$ cat config.mk
export PLATFORM = sky130hd
export DESIGN_NAME = dequeue_arbiter_v0_1
export DESIGN_NICKNAME = d
export VERILOG_FILES = /design/src/rtl/dequeue_arbiter_v0_1_pkg.sv /design/src/rtl/dequeue_arbiter_v0_1_rr_arbiter.sv /design/src/rtl/dequeue_arbiter_v0_1.sv
export SDC_FILE = /design/constraint.sdc
export NUM_CORES = 1
export LEC_CHECK = 0
export ABC_AREA = 1
export CAP_MARGIN = 25
export CORE_MARGIN = 2
export CORE_UTILIZATION = 44
export DETAILED_ROUTE_END_ITERATION = 8
export PLACE_DENSITY_LB_ADDON = 0.08
export SLEW_MARGIN = 10
export SYNTH_ARGS = -nofsm -noshare
export SYNTH_HDL_FRONTEND = slang
export SYNTH_SLANG_ARGS = --single-unit
export TNS_END_PERCENT = 20
$ cat constraint.sdc
create_clock -name axis_aclk -period 1.6 [get_ports axis_aclk]
set_input_delay 0.32 -clock axis_aclk [delete_from_list [all_inputs] [get_ports axis_aclk]]
set_output_delay 0.32 -clock axis_aclk [all_outputs]
set_load 0.02 [all_outputs]
$ cat src/rtl/dequeue_arbiter_v0_1_pkg.sv
// Shared scheduler constants and the egress dequeue FSM encoding.
package dequeue_arbiter_v0_1_pkg;
  localparam int QUEUE_NUM      = 5;
  localparam int ADDR_WIDTH     = 12;
  localparam int MAX_PKT_CHUNKS = 32;

  // A PIFO entry carries just the head buffer address of its packet.
  localparam int PIFO_FIELD_W   = ADDR_WIDTH;

  typedef enum logic [1:0] {
    ST_IDLE = 2'd0,
    ST_POP  = 2'd1,
    ST_READ = 2'd2
  } dq_state_e;
endpackage

$ cat src/rtl/dequeue_arbiter_v0_1_rr_arbiter.sv
// Combinational round-robin select: lowest request above last_grant, else lowest overall.
module rr_arbiter #(
  parameter int N  = 5,
  parameter int LW = (N > 1) ? $clog2(N) : 1
) (
  input  logic [N-1:0]  req_i,
  input  logic [LW-1:0] last_grant_i,
  output logic [N-1:0]  grant_o
);
  logic [N-1:0] upper_mask, hi, pick;

  always_comb begin
    upper_mask = '0;
    for (int i = 0; i < N; i++) upper_mask[i] = (i > int'(last_grant_i));
    hi      = req_i & upper_mask;
    pick    = (hi != '0) ? hi : req_i;
    // Isolate the lowest set bit.
    grant_o = pick & (~pick + {{(N-1){1'b0}}, 1'b1});
  end
endmodule

$ cat src/rtl/dequeue_arbiter_v0_1.sv
// Egress dequeue agent: round-robin pick of a ready port, pop its PIFO head, stream chunks.
module dequeue_arbiter_v0_1 #(
  parameter int QUEUE_NUM      = dequeue_arbiter_v0_1_pkg::QUEUE_NUM,
  parameter int ADDR_WIDTH     = dequeue_arbiter_v0_1_pkg::ADDR_WIDTH,
  parameter int MAX_PKT_CHUNKS = dequeue_arbiter_v0_1_pkg::MAX_PKT_CHUNKS
) (
  input  logic                            axis_aclk,
  input  logic                            axis_resetn,
  input  logic [QUEUE_NUM-1:0]            s_pifo_empty,
  input  logic [QUEUE_NUM*ADDR_WIDTH-1:0] s_pifo_head_addr,
  input  logic [QUEUE_NUM-1:0]            s_port_ready,
  output logic [QUEUE_NUM-1:0]            m_pifo_out_en,
  output logic                            m_buf_rd_en,
  output logic [ADDR_WIDTH-1:0]           m_buf_rd_addr,
  input  logic                            s_buf_rd_valid,
  input  logic                            s_buf_rd_last,
  output logic [QUEUE_NUM-1:0]            m_port_sel,
  output logic                            m_busy,
  output logic                            m_err
);
  import dequeue_arbiter_v0_1_pkg::*;

  localparam int QW = (QUEUE_NUM > 1) ? $clog2(QUEUE_NUM) : 1;
  localparam int CW = $clog2(MAX_PKT_CHUNKS + 1);

  dq_state_e             state_q, state_d;
  logic [QUEUE_NUM-1:0]  grant_q, grant_d, sel_q, sel_d, eligible, rr_grant;
  logic [QW-1:0]         last_q, last_d, grant_idx;
  logic [ADDR_WIDTH-1:0] rd_addr_q, rd_addr_d, head_sel;
  logic [CW-1:0]         cnt_q, cnt_d;
  logic                  err_q, err_d, rd_en, done_ok, done_wd;

  assign eligible = ~s_pifo_empty & s_port_ready;

  rr_arbiter #(.N(QUEUE_NUM), .LW(QW)) u_rr (
    .req_i        (eligible),
    .last_grant_i (last_q),
    .grant_o      (rr_grant)
  );

  always_comb begin
    grant_idx = '0;
    head_sel  = '0;
    for (int i = 0; i < QUEUE_NUM; i++) begin
      if (grant_q[i]) begin
        grant_idx = QW'(i);
        head_sel  = s_pifo_head_addr[i*ADDR_WIDTH +: ADDR_WIDTH];
      end
    end
  end

  assign rd_en   = (state_q == ST_READ) && |(s_port_ready & grant_q);
  assign done_ok = (state_q == ST_READ) && s_buf_rd_valid && s_buf_rd_last;
  assign done_wd = (state_q == ST_READ) && s_buf_rd_valid && !s_buf_rd_last &&
                   (cnt_q == CW'(MAX_PKT_CHUNKS - 1));

  always_comb begin
    state_d   = state_q;
    grant_d   = grant_q;
    last_d    = last_q;
    rd_addr_d = rd_addr_q;
    cnt_d     = cnt_q;
    sel_d     = '0;
    err_d     = 1'b0;
    case (state_q)
      ST_IDLE: begin
        if (eligible != '0) begin
          grant_d = rr_grant;
          state_d = ST_POP;
        end
      end
      ST_POP: begin
        rd_addr_d = head_sel;
        cnt_d     = '0;
        state_d   = ST_READ;
      end
      ST_READ: begin
        if (rd_en) rd_addr_d = rd_addr_q + 1'b1;
        if (s_buf_rd_valid) cnt_d = cnt_q + 1'b1;
        sel_d = rd_en ? grant_q : '0;
        // The read issued alongside the final chunk is an over-read; drop its steer.
        if (done_ok || done_wd) begin
          state_d = ST_IDLE;
          last_d  = grant_idx;
          sel_d   = '0;
          err_d   = done_wd;
        end
      end
      default: state_d = ST_IDLE;
    endcase
  end

  always_ff @(posedge axis_aclk or negedge axis_resetn) begin
    if (!axis_resetn) begin
      state_q   <= ST_IDLE;
      grant_q   <= '0;
      last_q    <= QW'(QUEUE_NUM - 1);
      rd_addr_q <= '0;
      cnt_q     <= '0;
      sel_q     <= '0;
      err_q     <= 1'b0;
    end else begin
      state_q   <= state_d;
      grant_q   <= grant_d;
      last_q    <= last_d;
      rd_addr_q <= rd_addr_d;
      cnt_q     <= cnt_d;
      sel_q     <= sel_d;
      err_q     <= err_d;
    end
  end

  assign m_pifo_out_en = (state_q == ST_POP) ? grant_q : '0;
  assign m_buf_rd_en   = rd_en;
  assign m_buf_rd_addr = rd_addr_q;
  assign m_port_sel    = sel_q;
  assign m_busy        = (state_q != ST_IDLE);
  assign m_err         = err_q;
endmodule

==> metrics <==
syn avg cell area 6.45 µm²; Setup Viol. Count Final 1; Clock Sinks 34; minimum clock period 1.67 ns; 1st-iter DRT viols 130; initial antenna violation count 0; Final Net Count 579; Num CTS Buffers 5; #FFs+latches synth 34; Clock Power Share 0.112; FP Rows 27; Skew-Pair Late Insertion Delay 0.29 ns; FMAX 597 MHz; EDFF count, synth 0; max-slew violations 0; sequential share of power 0.242; Setup crit end kind primary output; Post-DP HPWL 5740 µm; sequential share of the synthesized area 0.350; CTS Buffer Depth 2; Synth-to-Final Area Change 58.2%; CP startpoint kind register; Core Area 5410 µm²; power share of the combinational group 0.646; post-layout util 0.712; WL/cell 13.7 µm; Worst Skew 0.0115 ns; syn nets 453; Leakage 1.90 nW; Int Power 3.16 mW; YS warnings 0; Synth async-reset ratio 1.00; Hold Path Class primary input to async pin; Worst EP required 1.28 ns; setup slack at placement -0.627 ns; number of global-route vias before repair 2649; Critical Path AT 1.35 ns; Pwr Density 1570 nW/µm²; CP Class register to primary output; DRT Wirelength 7910 µm; RD Place Congestion 0.864; antenna viol nets, final 0; largest net degree at the start of global routing 35; Inserted Diodes 0; Setup TNS -0.0741 ns; Reg clk slew, reported paths 0.08 ns; via count 2896; net switching fraction of the power 0.476; worst slew pin tran 0.290 ns; sw power 2.87 mW; Root Buffer Master clkbuf_8; Max Fanout on Critical Path 2; violated checks setup timing; Ports 99; H-Tree Level Count 2; Syn Std Cell Area 2430 µm²; fin crit share 1.05; GRT Residual Overflow 0; Max Cap Violations 0; PnR worst setup slack -0.0741 ns; Buffers on Ports 98; status finished, violations left; Hold Buf Count CTS 0; die width 78.4 µm; Initial Util 0.450; GR Util All Layers 0.255; Pwr Total 6.03 mW; die area 6140 µm²; max_slew headroom 0.807; RSZ-0062 raised after global routing yes; Synth Flop Type dfrtp_1; Die Y 78.4 µm; first-pass GRT wire length 12400 µm; layout cell share with drive strength beyond 1 0.147; Cells after Synth 377; count of TritonRoute iterations in the first routing pass 5; Final Hold Viols 0; CTS tree yes; vias per cell 5.03; residual DRC count 0; Max VDD drop 0.989 mV; number of library cell types mapped by synthesis 26
## cells in the final DEF, fill, tap and decap left out, drive strengths merged, types with 13 or more instances in the layout
master,instances
buf,41
dlygate4sd2,16
nand3,50
nand2,122
inv,36
nor2,39
dfrtp,33
a21oi,19
o21bai,13
clkdlybuf4s50,75
o21ai,27
## state kept, by name, summed over array words and instances, names as in the netlist
| name | flops |
|---|---|
| m_port_sel | 5 |
| state_q | 2 |
| cnt_q | 6 |
| m_buf_rd_addr | 12 |
| last_q | 3 |
| m_err | 1 |
| grant_q | 5 |
## synthesized netlist by cell type, drive strengths merged, types with 3 or more instances
library cell    n  area [µm²]
dfrtp          33         826
clkbuf          4        15.0
o21ai          26         134
o211ai          3        22.5
buf            11        72.6
o21bai         13        97.6
nand4           3        18.8
nor3            7        35.0
nand3          50         250
xnor2           3        26.3
inv            36         135
a21oi          19        95.1
nand2         122         465
nor2           39         154
## worst paths after layout
check	startpoint	endpoint	slack, ns	cells past startpoint
worst max-delay path	grant_q[3]$_DFFE_PN0P_	m_buf_rd_en	-0.07	7
worst min-delay path	axis_resetn	m_port_sel[0]$_DFF_PN0_	0.40	2
worst max register to register	grant_q[3]$_DFFE_PN0P_	m_buf_rd_addr[1]$_DFFE_PN0P_	0.03	11
worst min register to register	cnt_q[1]$_DFFE_PN0P_	cnt_q[1]$_DFFE_PN0P_	0.51	2
max in group asynchronous	axis_resetn	last_q[2]$_DFFE_PN1P_	0.97	2
min in group axis_aclk	cnt_q[1]$_DFFE_PN0P_	cnt_q[1]$_DFFE_PN0P_	0.51	2
## power groups by stage
stage	Combinational [mW]	Sequential [mW]	Clock (mW)
final	3.89	1.46	0.678
after floorplan	2.17	1.62	0
after global placement	3.76	1.46	0
after global routing	4.36	1.50	0.730
after detailed placement	3.84	1.46	0
after CTS	3.80	1.45	0.695
## metal layers
layer  track usage  share of wire  up-vias  wire (µm)
met2         0.405           0.47      103       3700
met3        0.0437          0.083        7        654
met1         0.356           0.44     1307       3500
met4        0.0754         0.0067        0         53
li1              -              -     1479          -
met5             0              0        -          0
## what timing repair did
item,CTS,global route
buffers inserted,0,2
resized for setup,42,22
setup endpoints to repair,31,30
pin swaps,4,4
cloned,0,1
hold endpoints to repair,0,0
## area by class of cell
type	instances	area, µm²
tap	72	90.1
inverter	36	135
timing repair buffer	133	1240
clock inverter	2	12.5
multi-input combinational	293	1430
clock buffer	6	82.6
sequential	34	852
fill	474	1560
## worst max-delay path, stage by stage (launching register included)
cell,delay (ns)
dfrtp_1,0.42
nand2_1,0.09
o21ai_2,0.05
nor2_1,0.12
nand2_1,0.11
nand2_2,0.11
inv_2,0.04
buf_6,0.12
## cells by family (layout without fill, tap and decap cells)
family,count (synthesis),after routing,share of synthesized area
AO/OA/AOI/OAI,65,66,0.154
XOR/XNOR,4,4,0.0144
adder cells (fa/ha/maj),2,2,0.0103
buffers and inverters,51,177,0.0916
flip-flops,34,34,0.350
AND/OR/NAND/NOR,221,221,0.380
## per-stage QoR
stage | cells | instance area (µm²) | hold slack [ns]
after floorplan | 377 | 2430 | 0.0244
after global placement | 565 | 3690 | 0.489
after detailed placement | 565 | 3690 | 0.494
after CTS | 573 | 3790 | 0.406
after global routing | 576 | 3850 | 0.424
final | 576 | 3850 | 0.395
(Power assumes the default switching activity.)
